### src/rtl/rr_req_initiator.sv
// rr_req_initiator: requester side of a 4-way round-robin arbiter.
// Each channel accepts a burst command, requests the arbiter, streams its
// beats onto the shared beat bus while granted, then releases REQ for one
// cycle so the arbiter can rotate. Grant starvation and arbiter protocol
// violations are flagged with sticky status bits.
module rr_req_initiator #(
    parameter int N       = 4,
    parameter int LEN_W   = 4,
    parameter int TIMEOUT = 16
) (
    input  logic               clk,
    input  logic               rst,
    input  logic [N-1:0]       cmd_valid,
    input  logic [N*LEN_W-1:0] cmd_len,
    output logic [N-1:0]       cmd_ready,
    output logic [N-1:0]       REQ,
    input  logic [N-1:0]       GNT,
    output logic               beat_valid,
    output logic [1:0]         beat_id,
    output logic               beat_last,
    output logic [N-1:0]       starve,
    output logic               proto_err
);

    localparam int WAIT_W = $clog2(TIMEOUT + 1);

    typedef enum logic [1:0] {
        S_IDLE,
        S_REQ,
        S_BUSY,
        S_REL
    } state_t;

    state_t             state_q [N];
    state_t             state_d [N];
    logic [LEN_W-1:0]   cnt_q   [N];   // beats remaining minus one
    logic [WAIT_W-1:0]  wait_q  [N];   // cycles spent requesting without grant
    logic [N-1:0]       starve_q;
    logic               proto_err_q;
    logic [1:0]         beat_id_q;

    logic               gnt_multi;
    logic               gnt_onehot;
    logic [N-1:0]       active;        // channel is asserting REQ
    logic [N-1:0]       dormant;       // channel must not be granted
    logic [N-1:0]       fire;          // channel transfers a beat this cycle

    // Decode the grant vector; a beat moves only on a clean one-hot grant
    // to a requesting channel, including the very first granted cycle.
    always_comb begin
        // NOTE: every combinational output gets a default before any branch,
        // so no path leaves a signal unassigned and no latch is inferred.
        gnt_multi  = (GNT & (GNT - N'(1))) != '0;
        gnt_onehot = (GNT != '0) && !gnt_multi;
        active     = '0;
        dormant    = '0;
        fire       = '0;
        for (int i = 0; i < N; i++) begin
            active[i]  = (state_q[i] == S_REQ) || (state_q[i] == S_BUSY);
            dormant[i] = (state_q[i] == S_IDLE) || (state_q[i] == S_REL);
            fire[i]    = !rst && gnt_onehot && GNT[i] && active[i];
        end
    end

    // Per-channel next-state logic.
    always_comb begin
        for (int i = 0; i < N; i++) begin
            state_d[i] = state_q[i];
            unique case (state_q[i])
                S_IDLE: if (cmd_valid[i]) state_d[i] = S_REQ;
                S_REQ:  if (fire[i]) state_d[i] = (cnt_q[i] == '0) ? S_REL : S_BUSY;
                S_BUSY: if (fire[i] && cnt_q[i] == '0) state_d[i] = S_REL;
                S_REL:  state_d[i] = S_IDLE;
                default: state_d[i] = S_IDLE;
            endcase
        end
    end

    // State register; reset aborts any burst in flight.
    always_ff @(posedge clk) begin
        // NOTE: all sequential state uses non-blocking assignment so every
        // flop samples pre-edge values regardless of statement order.
        if (rst) begin
            for (int i = 0; i < N; i++) state_q[i] <= S_IDLE;
        end else begin
            for (int i = 0; i < N; i++) state_q[i] <= state_d[i];
        end
    end

    // Beat/wait counters, sticky status flags and the held beat_id.
    always_ff @(posedge clk) begin
        if (rst) begin
            for (int i = 0; i < N; i++) begin
                cnt_q[i]  <= '0;
                wait_q[i] <= '0;
            end
            starve_q    <= '0;
            proto_err_q <= 1'b0;
            beat_id_q   <= '0;
        end else begin
            beat_id_q   <= beat_id;
            proto_err_q <= proto_err_q | gnt_multi | (|(GNT & dormant));
            for (int i = 0; i < N; i++) begin
                if (state_q[i] == S_IDLE && cmd_valid[i]) begin
                    cnt_q[i]  <= cmd_len[i*LEN_W +: LEN_W];
                    wait_q[i] <= '0;
                end else if (fire[i]) begin
                    if (cnt_q[i] != '0) cnt_q[i] <= cnt_q[i] - LEN_W'(1);
                    wait_q[i] <= '0;
                end else if (state_q[i] == S_REQ) begin
                    // Saturate at TIMEOUT; starve sets on the edge it is reached.
                    if (wait_q[i] != WAIT_W'(TIMEOUT)) wait_q[i] <= wait_q[i] + WAIT_W'(1);
                    if (wait_q[i] == WAIT_W'(TIMEOUT - 1)) starve_q[i] <= 1'b1;
                end
            end
        end
    end

    // Output decode: handshake, request vector and the beat bus.
    always_comb begin
        cmd_ready  = '0;
        REQ        = active;
        beat_valid = |fire;
        beat_id    = beat_id_q;
        beat_last  = 1'b0;
        for (int i = 0; i < N; i++) begin
            cmd_ready[i] = (state_q[i] == S_IDLE);
            if (fire[i]) begin
                beat_id   = 2'(i);
                beat_last = (cnt_q[i] == '0);
            end
        end
        starve    = starve_q;
        proto_err = proto_err_q;
    end

endmodule
### config.mk
export PLATFORM = sky130hd
export DESIGN_NAME = rr_req_initiator
export DESIGN_NICKNAME = d
export VERILOG_FILES = /design/src/rtl/rr_req_initiator.sv
export SDC_FILE = /design/constraint.sdc
export NUM_CORES = 1
export LEC_CHECK = 0
export ABC_AREA = 1
export CAP_MARGIN = 20
export CORE_MARGIN = 2
export CORE_UTILIZATION = 40
export DETAILED_ROUTE_END_ITERATION = 7
export PLACE_DENSITY = 0.7
export SYNTH_ARGS = -nofsm -noshare
export SYNTH_HDL_FRONTEND = slang
export SYNTH_SLANG_ARGS = --single-unit
### constraint.sdc
create_clock -name clk -period 2.1 [get_ports clk]
set_input_delay 0.315 -clock clk [delete_from_list [all_inputs] [get_ports clk]]
set_output_delay 0.315 -clock clk [all_outputs]
set_load 0.1 [all_outputs]
==> impl_metrics.toml <==
[outcome]
outcome = "complete, but fails checks"
violations = "setup timing"

[cts]
cts_tree = "built"
htreeDepth = 2
path_clk_slew_ns = 0.10
cts_root_buf = "clkbuf_8"
cts.sinks = 51
clkLatencyLatePin_ns = 0.31
cts_buffers = 5
clk_path_buf_depth = 2

[timing]
rsz0062_at_grt = "true"
setup_slack_ns = -0.02844
fin_worst_skew_ns = 0.007130
period_minus_slack_ns = 2.128
maxSlewViolCount = 0
post-route-period-util_pct = 101.4
final_hold_viol_count = 0
fmax_mhz = 469.8
tightest_slew_ns = 0.3654
relSlewSlack_pct = 75.42
finalSetupViolCount = 3

[cells_and_area]
layout.nets = 538
fillers = 698
design_area_um2 = 4461
seq_area_um2 = 1394
multi_input_area_um2 = 1710
area_growth_pct = 36.96
drive_above_1_share_pct = 25.16
antenna_cells = 0

[synthesis]
syn_nets = 449
synth.distinct_cells = 34
synth.avg_cell_area_um2 = 8.330
syn_area_um2 = 3257
seq_area_frac_synth_pct = 42.41
synthFlopType = "edfxtp_1"
syn_inst = 391
synth-seq-cells = 51
ys_warn_count = 0
synth_edf_count = 36
async_reset_ff_share_pct = 0

[pwr]
switching_share_pct = 44.97
pwr-share-seq_pct = 28.7
clkPwrFrac_pct = 15.0
p_switching_mw = 2.468
power.total_mw = 5.488
internal-power_mw = 3.020
combPwrFrac_pct = 56.4
p_leak_nw = 2.039
ir_worst_vdd_v = 0.001293
p_per_area_nw_per_um2 = 1230

[global_routing]
grt_pass1_vias = 2793
grt_first_pass_wirelength_um = 12210
track_usage_pct = 17.39
grt_max_degree = 16
antenna_found_initial = 0
grt-ovfl-total = 0

[detailed_routing]
routed_wirelength_um = 7329
drc_errors = 0
viasPerCell = 4.811
dr.first_iter.drc_count = 120
vias = 2805
drt_pass1_iterations = 5
ant_nets = 0
wire_per_inst_um = 12.57

[die]
row_count = 32
die_y_um = 94.24
io_pins = 43
die_area_um2 = 8880
die_w_um = 94.24
coreArea_um2 = 7807
start_util_pct = 41.71

[worst_setup_path]
crit_path_top_delay_cell = "dfxtp_2"
crit_family = "buffers and inverters"
crit_chain = "inv_2 -> ha_2 -> inv_1 -> nor2_4 -> o21ai_1 -> nand2_2 -> nand2_2 -> buf_12"
cp-start-kind = "register"
critPathRequiredTime_ns = 1.78
slowest_delay_ns = 0.35
crit_arrival_ns = 1.81
cpMostUsedCell = "nand2_2"
cp_num_buf_inv = 3
path_class = "reg -> out"
critical_path.max_fanout = 5
endpoint_kind = "primary output"

[placement]
io_buffers = 42
place_congestion = 0.8108
placed_area_um2 = 4150
dp_hpwl_um = 5613

[run]
drv_cap = 0

[worst_hold_path]
hold_class = "reg -> reg"
==> state kept, by name, summed over array words and instances, names as in the netlist <==
name	count
wait_q	20
cnt_q	16
state_q	8
starve	4
beat_id_q	2
proto_err	1
==> tightest hold or removal path: cells and delay by family, from the launching register on <==
kind / cells / cell delay (ns)
AND/OR/NAND/NOR: 2 / 0.10
flip-flops: 1 / 0.33
==> cell usage after synthesis, types with 6 or more instances <==
cell	instances	area, µm²
ha_1	32	400.4
nor3_1	7	35.03
nor2_1	53	198.9
nand3_1	25	125.1
inv_1	58	217.7
edfxtp_1	36	1081
xnor2_1	6	52.55
o21ai_0	16	80.08
a21oi_1	9	45.04
dfxtp_1	15	300.3
xor2_1	7	61.31
nand2_1	79	296.5
==> per-layer routing <==
metal  wire [µm]  vias up  track usage (%)
met4         119        0            5.314
met5           0        -                0
met3         303       13            3.371
li1            -     1446                -
met1        3116     1287            20.47
met2        3790       59            31.73
==> kinds of logic after synthesis <==
logic type / Yosys count / share of synthesized area, %
fa+ha+maj: 32 / 12.29
compound gates: 40 / 7.300
buf+inv: 67 / 8.260
xor+xnor: 13 / 3.496
simple gates: 188 / 26.24
flops: 51 / 42.41
==> cells in the final DEF, fill, tap and decap left out, drive strengths merged <==
| cell | Yosys | final |
|---|---|---|
| nand2 | 84 | 84 |
| buf | 6 | 63 |
| inv | 61 | 61 |
| nor2 | 59 | 59 |
| edfxtp | 36 | 36 |
| ha | 32 | 32 |
| nand3 | 29 | 29 |
| o21ai | 21 | 21 |
| clkdlybuf4s50 | 0 | 20 |
| dfxtp | 15 | 15 |
| a21oi | 11 | 11 |
| nor3 | 7 | 7 |
| xor2 | 7 | 7 |
| xnor2 | 6 | 6 |
| clkbuf | 0 | 6 |
| nand4 | 5 | 5 |
| dlygate4sd2 | 0 | 5 |
| o311ai | 2 | 2 |
| o31ai | 2 | 2 |
| bufinv | 0 | 2 |
| nor3b | 2 | 2 |
| and3 | 1 | 1 |
| a31oi | 1 | 1 |
| o22ai | 1 | 1 |
| a221oi | 1 | 1 |
| o2111ai | 1 | 1 |
| nor4 | 1 | 1 |
==> area by class of cell <==
type	count	share of cell area [%]
Clock inverter	2	1.346
Multi-Input combinational cell	273	38.34
Tap cell	102	2.861
Clock buffer	6	1.627
Timing Repair Buffer	88	19.44
Sequential cell	51	31.25
Inverter	61	5.133
==> path summary, 6_finish.rpt <==
| check | from | to | slack, ns | depth (start not counted) |
|---|---|---|---|---|
| setup / recovery | state_q[0][0] | beat_id[0] | -0.03 | 8 |
| hold / removal | starve[0] | starve[0] | 0.47 | 2 |
| setup reg to reg | state_q[0][0] | wait_q[0][4] | 0.09 | 9 |
| hold reg to reg | starve[0] | starve[0] | 0.47 | 2 |
==> power groups by stage <==
stage / Clock, mW / Sequential [mW] / Combinational, mW
final: 0.821 / 1.57 / 3.09
after global routing: 0.869 / 1.61 / 3.34
after CTS: 0.835 / 1.57 / 3.02
after detailed placement: 0 / 1.59 / 2.91
after global placement: 0 / 1.57 / 2.86
after floorplan: 0 / 1.55 / 2.01
==> through the flow <==
stage	worst slack (ns)	setup TNS, ns	std cells	util, %	hold slack (ns)
2_1_floorplan	0.02455	0	391	-	0.4910
3_3_place_gp	-0.2081	-1.411	563	53.16	0.4593
3_5_place_dp	-0.2049	-2.533	563	53.16	0.4582
4_1_cts	0.004113	0	576	56.04	0.4741
5_1_grt	-0.09662	-0.4539	583	57.13	0.5079
6_report	-0.02844	-0.06890	583	57.13	0.4702
==> timing repair <==
| item | 4_1_cts | 5_1_grt |
|---|---|---|
| pin swaps | 3 | 7 |
| buffers inserted | 5 | 7 |
| resized for setup | 26 | 11 |
| hold buffers | 0 | 0 |
| endpoints found under the setup margin | 4 | 4 |
Power figures use the tool's default switching activity.
